$ cat src/rtl/cmp_pkg.sv
`default_nettype none
// ============================================================================
// Module      : cmp_pkg
// Description : Shared state and result encodings for the serial comparator.
// Revision    : 1.0 - initial release
// ============================================================================
package cmp_pkg;

   typedef enum logic [1:0] {
      IDLE = 2'd0,
      SCAN = 2'd1,
      DONE = 2'd2
   } cmp_state_t;

   // Result encoding, ordered as {lt, eq, gt}
   localparam logic [2:0] CMP_LT = 3'b100;
   localparam logic [2:0] CMP_EQ = 3'b010;
   localparam logic [2:0] CMP_GT = 3'b001;

endpackage
`default_nettype wire

$ cat src/rtl/cmp_bit_slice.sv
`default_nettype none
// ============================================================================
// Module      : cmp_bit_slice
// Description : Combinational 1-bit less/equal/greater comparator slice.
// Revision    : 1.0 - initial release
// ============================================================================
module cmp_bit_slice (
   input  logic a,
   input  logic b,
   output logic l,
   output logic e,
   output logic g
);

   assign l = ~a & b;
   assign e = a ~^ b;
   assign g = a & ~b;

endmodule
`default_nettype wire

$ cat src/rtl/serial_mag_compare_ctrl.sv
`default_nettype none
// ============================================================================
// Module      : serial_mag_compare_ctrl
// Description : Bit-serial unsigned magnitude compare, MSB first, early exit.
// Revision    : 1.0 - initial release
// ============================================================================
module serial_mag_compare_ctrl
   import cmp_pkg::*;
#(
   parameter int WIDTH = 8
) (
   input  logic             clk,
   input  logic             rst_n,
   input  logic             start,
   input  logic [WIDTH-1:0] a,
   input  logic [WIDTH-1:0] b,
   output logic             busy,
   output logic             done,
   output logic             lt,
   output logic             eq,
   output logic             gt
);

   localparam int             c_idx_w   = $clog2(WIDTH);
   localparam logic [c_idx_w-1:0] c_idx_max = c_idx_w'(WIDTH - 1);

   cmp_state_t         r_state;
   logic [WIDTH-1:0]   r_a;
   logic [WIDTH-1:0]   r_b;
   logic [c_idx_w-1:0] r_idx;
   logic [2:0]         r_res;
   logic               r_busy;
   logic               r_done;
   logic               w_l;
   logic               w_e;
   logic               w_g;

   cmp_bit_slice u_slice (
      .a (r_a[r_idx]),
      .b (r_b[r_idx]),
      .l (w_l),
      .e (w_e),
      .g (w_g)
   );

   always_ff @(posedge clk or negedge rst_n) begin
      if (!rst_n) begin
         r_state <= IDLE;
         r_a     <= '0;
         r_b     <= '0;
         r_idx   <= '0;
         r_res   <= '0;
         r_busy  <= 1'b0;
         r_done  <= 1'b0;
      end else begin
         case (r_state)
            IDLE: begin
               r_done <= 1'b0;
               if (start) begin
                  r_a     <= a;
                  r_b     <= b;
                  r_idx   <= c_idx_max;
                  r_res   <= '0;
                  r_busy  <= 1'b1;
                  r_state <= SCAN;
               end
            end
            SCAN: begin
               // Decision and result registration share this cycle
               if (w_l) begin
                  r_res   <= CMP_LT;
                  r_done  <= 1'b1;
                  r_state <= DONE;
               end else if (w_g) begin
                  r_res   <= CMP_GT;
                  r_done  <= 1'b1;
                  r_state <= DONE;
               end else if (w_e && (r_idx == '0)) begin
                  r_res   <= CMP_EQ;
                  r_done  <= 1'b1;
                  r_state <= DONE;
               end else begin
                  r_idx <= r_idx - 1'b1;
               end
            end
            DONE: begin
               r_done  <= 1'b0;
               r_busy  <= 1'b0;
               r_state <= IDLE;
            end
            default: begin
               r_done  <= 1'b0;
               r_busy  <= 1'b0;
               r_state <= IDLE;
            end
         endcase
      end
   end

   assign busy = r_busy;
   assign done = r_done;
   assign lt   = r_res[2];
   assign eq   = r_res[1];
   assign gt   = r_res[0];

endmodule
`default_nettype wire
$ cat config.mk
export PLATFORM = sky130hd
export DESIGN_NAME = serial_mag_compare_ctrl
export DESIGN_NICKNAME = d
export VERILOG_FILES = /design/src/rtl/cmp_pkg.sv /design/src/rtl/cmp_bit_slice.sv /design/src/rtl/serial_mag_compare_ctrl.sv
export SDC_FILE = /design/constraint.sdc
export NUM_CORES = 1
export LEC_CHECK = 0
export BUFFER_PORTS_ARGS = -buffer_cell sky130_fd_sc_hd__buf_4
export CAP_MARGIN = 20
export CORE_MARGIN = 2
export CORE_UTILIZATION = 55
export DETAILED_ROUTE_END_ITERATION = 7
export PLACE_DENSITY = 0.79
export SLEW_MARGIN = 40
export SYNTH_ARGS = -nofsm -noshare
export SYNTH_HDL_FRONTEND = slang
export SYNTH_HIERARCHICAL = 1
export SYNTH_SLANG_ARGS = --single-unit
$ cat constraint.sdc
create_clock -name clk -period 7.4 [get_ports clk]
set_clock_uncertainty 0.15 [all_clocks]
set_input_delay 0.74 -clock clk [delete_from_list [all_inputs] [get_ports clk]]
set_output_delay 0.74 -clock clk [all_outputs]
set_load 0.1 [all_outputs]
# --- Yosys cells after proc, flatten, opt, wreduce, memory -nomap -nowiden ---
# Cells that the tools add are included.
totals:
  regBits: 26
  input_bits: 19
classes:
  add_sub_neg: 1
  n_lt_le_gt_ge: 1
  n_eq_ne: 6
  mux: 25
  bitwise_logic: 6
  reduce_logical: 9
ops:
  columns: ["operator", "count"]
  rows:
  - ["$mux W3", 8]
  - ["$pmux W3 S2", 2]
  - ["$mux W2", 4]
  - ["$ne A2 B2 Y1 const B", 4]
  - ["$mux W1", 7]
  - ["$bmux W1 S3", 2]
  - ["$reduce_and A2 Y1", 3]
  - ["$reduce_and A5 Y1", 1]
  - ["$lt A3 B4 Y1 const B", 1]
  - ["$ne A4 B2 Y1 const B", 1]
  - ["$pmux W2 S2", 1]
  - ["$logic_not A3 Y1", 1]
  - ["$not A1 Y1", 3]
  - ["$reduce_and A3 Y1", 1]
  - ["$sub A3 B1 Y3 const B", 1]
  - ["$and A1 B1 Y1", 2]
  - ["$eq A2 B1 Y1 const B", 1]
  - ["$logic_not A2 Y1", 1]
  - ["$pmux W1 S2", 1]
  - ["$reduce_bool A2 Y1", 1]
  - ["$logic_and A1 B1 Y1", 1]
  - ["$xnor A1 B1 Y1", 1]

# --- Logic depth before layout (Yosys ltp) ---
depth:
  word_depth: 8
  mapped_depth: 9
  mapped_depth_nobuf: 8

# --- By module ---
# Netlist, hierarchy kept.
modules_own_cells:
  columns: ["mod", "n_inst", "cells_each", "area_per_inst_um2", "seq_area_each_um2"]
  rows:
  - ["serial_mag_compare_ctrl", 1, 89, 1216.2, 650.6]
  - ["cmp_bit_slice", 1, 4, 32.5, 0.0]

# --- Worst setup path after synthesis ---
# No wires, ideal clock.
synth_path:
  path_type: "reg-to-reg"
  from: "reg r_idx[1]"
  to: "reg r_idx[1]"
  arrival_ns: 2.063
  path_slack_ns: 5.054
  stages_incl_launch_ff: 9
  path_buffers: 1
  cell_sequence: "dfrtp_1 -> buf_2 -> mux4_2 -> nand2_1 -> nand2_1 -> ha_1 -> nor4b_4 -> and2_1 -> a31oi_1"
synth_via:
  elab_chain_cells: 6
synth_lines:
  columns: ["element", "line_no", "rtl"]
  rows:
  - ["start, declared", "serial_mag_compare_ctrl.sv:30", "logic [c_idx_w-1:0] r_idx;"]
  - ["start signal, assigned", "serial_mag_compare_ctrl.sv:62", "r_idx <= c_idx_max;"]
  - ["start signal, assigned", "serial_mag_compare_ctrl.sv:83", "r_idx <= r_idx - 1'b1;"]
  - ["$bmux W1 S3", "serial_mag_compare_ctrl.sv:40", ".b (r_b[r_idx]),"]
  - ["$mux W1 (implied by the code)", "serial_mag_compare_ctrl.sv:40", null]
  - ["$not A1 Y1", "cmp_bit_slice.sv:17", "assign g = a & ~b;"]
  - ["$and A1 B1 Y1 *", "cmp_bit_slice.sv:17", null]
  - ["net w_g", "serial_mag_compare_ctrl.sv:36", "logic w_g;"]
  - ["$ne A2 B2 Y1 (no line) *", null, null]
  - ["$reduce_and A5 Y1 (no line) *", null, null]
# Mark *: on every way through the listed nets, which the timed path passes. The rest lies on a longest branch. The select of a mux whose other input is x is not followed.
# A chain may end at the register's enable or synchronous reset.

# --- Worst setup path in the final report ---
# Same ends and word-level chain as after synthesis.

==> flow_summary_export.csv <==
group,metric,value,unit
run_status,outcome,"complete, no violations",
yosys,syn_area,1250,um2
floorplanning,ios,24,
placement,port-buffer-count,23,
clock_network,clock_sinks,26,
clock_network,post_cts_buffers,0,
cells_and_area,drive_gt1_share,29.9,%
timing,finalSetupViolations,0,
critical_path,worstPathMaxFanout,7,
grt,gr-usage-all-layers,19.1,%
timing,slew_headroom,73.1,%
hold_path,hold_path.class,"in -> async",
route,ant_nets,0,
critical_path,crit_required,7.47,ns
critical_path,cp-end-kind,"flop",
yosys,ys_seq_elements,26,
floorplanning,start_util,57.6,%
timing,fin_tns_setup,0,ns
yosys,synthFlopType,"dfrtp_1",
floorplanning,core-area,2170,um2
critical_path,crit_type,"reg -> reg",
grt,grt_max_degree,27,
timing,max_freq,385,MHz
timing,finalMaxSlewViolations,0,
placement,placedCellCount,141,
timing,tightest_slew,0.402,ns
yosys,synth.area.top_cells,"dfrtp_1 52%, mux2_1 14%, mux4_2 7.2%",
floorplanning,rows,17,
clock_network,clock_path_buffers,2,
critical_path,arrival,2.67,ns
cells_and_area,syn_to_final_growth,19.4,%
floorplanning,die_y,51.7,um
timing,hold_viol,0,
clock_network,numCtsBuffers,3,
timing,whs,0.126,ns
clock_network,clk_pin_slew,0.14,ns
floorplanning,die-area,2670,um2
grt,grt_pass1_vias,836,
route,routed_wl,2160,um
floorplanning,die_w,51.7,um
cells_and_area,stdcell_count,145,
yosys,synth_warnings,6,
clock_network,clock-root-buffer,"clkbuf_4",
pwr,p_leak,0.000710,uW
clock_network,cts_tree,"yes",
cells_and_area,n_antenna_cell,0,
yosys,synth_most_common_cell,"dfrtp_1",
placement,place.gp.congestion,0.747,
timing,fin_crit_sh,35.1,%
route,viasPerCell,5.60,
route,wl_per_cell,14.9,um
timing,min_period,2.60,ns
yosys,synthArstFlopShare,100,%
grt,grt_pass1_wl,3650,um
placement,pre_cts_ws,4.82,ns
job,drv_cap,0,
clock_network,htree_levels,1,
yosys,synth_nets,116,
cells_and_area,fin_nets,141,
critical_path,startpoint_type,"flop",
yosys,synth_top_area_share,52.1,%
yosys,seq_area_frac_synth,52.1,%
route,drt_pass1_iterations,4,
yosys,synth_cell_types,28,
timing,rsz0062_at_grt,"false",
clock_network,hold_buffers,0,
placement,dpl.hpwl,1640,um
timing,setup_ws,4.80,ns
route,dr.first_iter.drc_count,11,
clock_network,clock_latency,0.33,ns
yosys,synth-edff-count,0,
route,drcViolationCount,0,
grt,antenna_found_initial,0,
yosys,synth.avg_cell_area,13.4,um2
route,vias,812,
pwr,max-vdd-ir-drop,0.283,mV
grt,overflow,0,
clock_network,ctsResizeCount,0,
pwr,power_density,447,nW/um2
yosys,netlist_top_cells_count,"26 x dfrtp_1, 16 x mux2_1, 8 x nand2_1, 5 x inv_1",
yosys,netlist_instances,93,
yosys,synth.largest_area_cell,"dfrtp_1",
placed cells by master (no fill, tap or decap):
| cell type | count |
|---|---|
| a211o_1 | 1 |
| a211oi_1 | 2 |
| a21o_1 | 1 |
| a21oi_1 | 2 |
| a31oi_1 | 1 |
| and2_1 | 1 |
| buf_4 | 24 |
| bufinv_16 | 1 |
| clkbuf_4 | 3 |
| dfrtp_1 | 26 |
| ha_1 | 4 |
| inv_1 | 5 |
| mux2_1 | 16 |
| mux4_2 | 4 |
| nand2_1 | 8 |
| nand3_1 | 2 |
| nand3b_4 | 1 |
| nand4_1 | 1 |
| nand4b_1 | 1 |
| nor2_1 | 2 |
| nor2b_1 | 1 |
| nor3b_2 | 1 |
| nor4b_4 | 1 |
| o21ai_0 | 2 |
| o21ai_1 | 1 |
| o311a_1 | 1 |
| o31ai_1 | 2 |
| o41ai_1 | 1 |
| or2_1 | 1 |
cells by family (layout without fill, tap and decap cells):
group	count (synthesis)	in the layout	synth area share, %
flops	26	26	52.1
buf+inv	9	33	3.51
mux	20	20	21.6
compound gates	14	14	7.72
fa+ha+maj	4	4	4.01
simple gates	20	20	11.0
worst max-delay path: stages (launching register included):
cell     delay, ns
dfrtp_1       0.54
mux4_2        0.54
nand2_1       0.08
nand2_1       0.07
ha_1          0.26
nor4b_4       0.46
and2_1        0.27
a31oi_1       0.10
layout make-up:
cell class / instances / area (um2)
clock buffers: 3 / 22.5
flip-flops and latches: 26 / 651
inverters: 5 / 18.8
repair buffers: 24 / 180
fillers: 169 / 678
multi-input cells: 58 / 554
clock inverters: 1 / 30.0
well taps: 28 / 35.0
worst paths after layout:
path	startpoint	end	slack, ns	cells after the start
max reg2reg	r_idx[1]$_DFFE_PN0P_	r_idx[1]$_DFFE_PN0P_	4.80	7
min reg2reg	busy$_DFFE_PN0P_	busy$_DFFE_PN0P_	0.35	1
max	r_idx[1]$_DFFE_PN0P_	r_idx[1]$_DFFE_PN0P_	4.80	7
min	rst_n	r_res[1]$_DFFE_PN0P_	0.13	1
min in group clk	busy$_DFFE_PN0P_	busy$_DFFE_PN0P_	0.35	1
max in group asynchronous	rst_n	r_a[5]$_DFFE_PN0P_	6.72	1
sequential cells by signal, indices dropped and copies added (netlist names):
register	flops
r_res	3
r_state	2
r_b	8
r_idx	3
busy	1
r_a	8
done	1
through the flow:
step / util (%) / power, uW / instance area [um2]
4_1_cts: 68.7 / 674 / 1490
5_1_grt: 68.7 / 709 / 1490
2_1_floorplan: - / 507 / 1250
6_report: 68.7 / 667 / 1490
3_5_place_dp: 66.3 / 577 / 1440
3_3_place_gp: 66.3 / 559 / 1440
layer usage:
layer  global-route usage (%)  vias to the layer above  part of all wire [%]
li1                         -                      390                     -
met1                     22.3                      399                    41
met2                     33.5                       18                    53
met3                     3.45                        5                   3.7
met4                     9.21                        0                   1.9
met5                        0                        -                     0
power breakdown:
| part | total [uW] | leakage [uW] | switching, uW | internal, uW |
|---|---|---|---|---|
| logic | 311 | 0.000376 | 174 | 137 |
| clock network | 98.1 | 0.0000279 | 43.2 | 54.9 |
| registers | 258 | 0.000306 | 51.4 | 207 |
| total | 667 | 0.000710 | 269 | 399 |
Note: power is estimated with default switching activity, not from simulation.
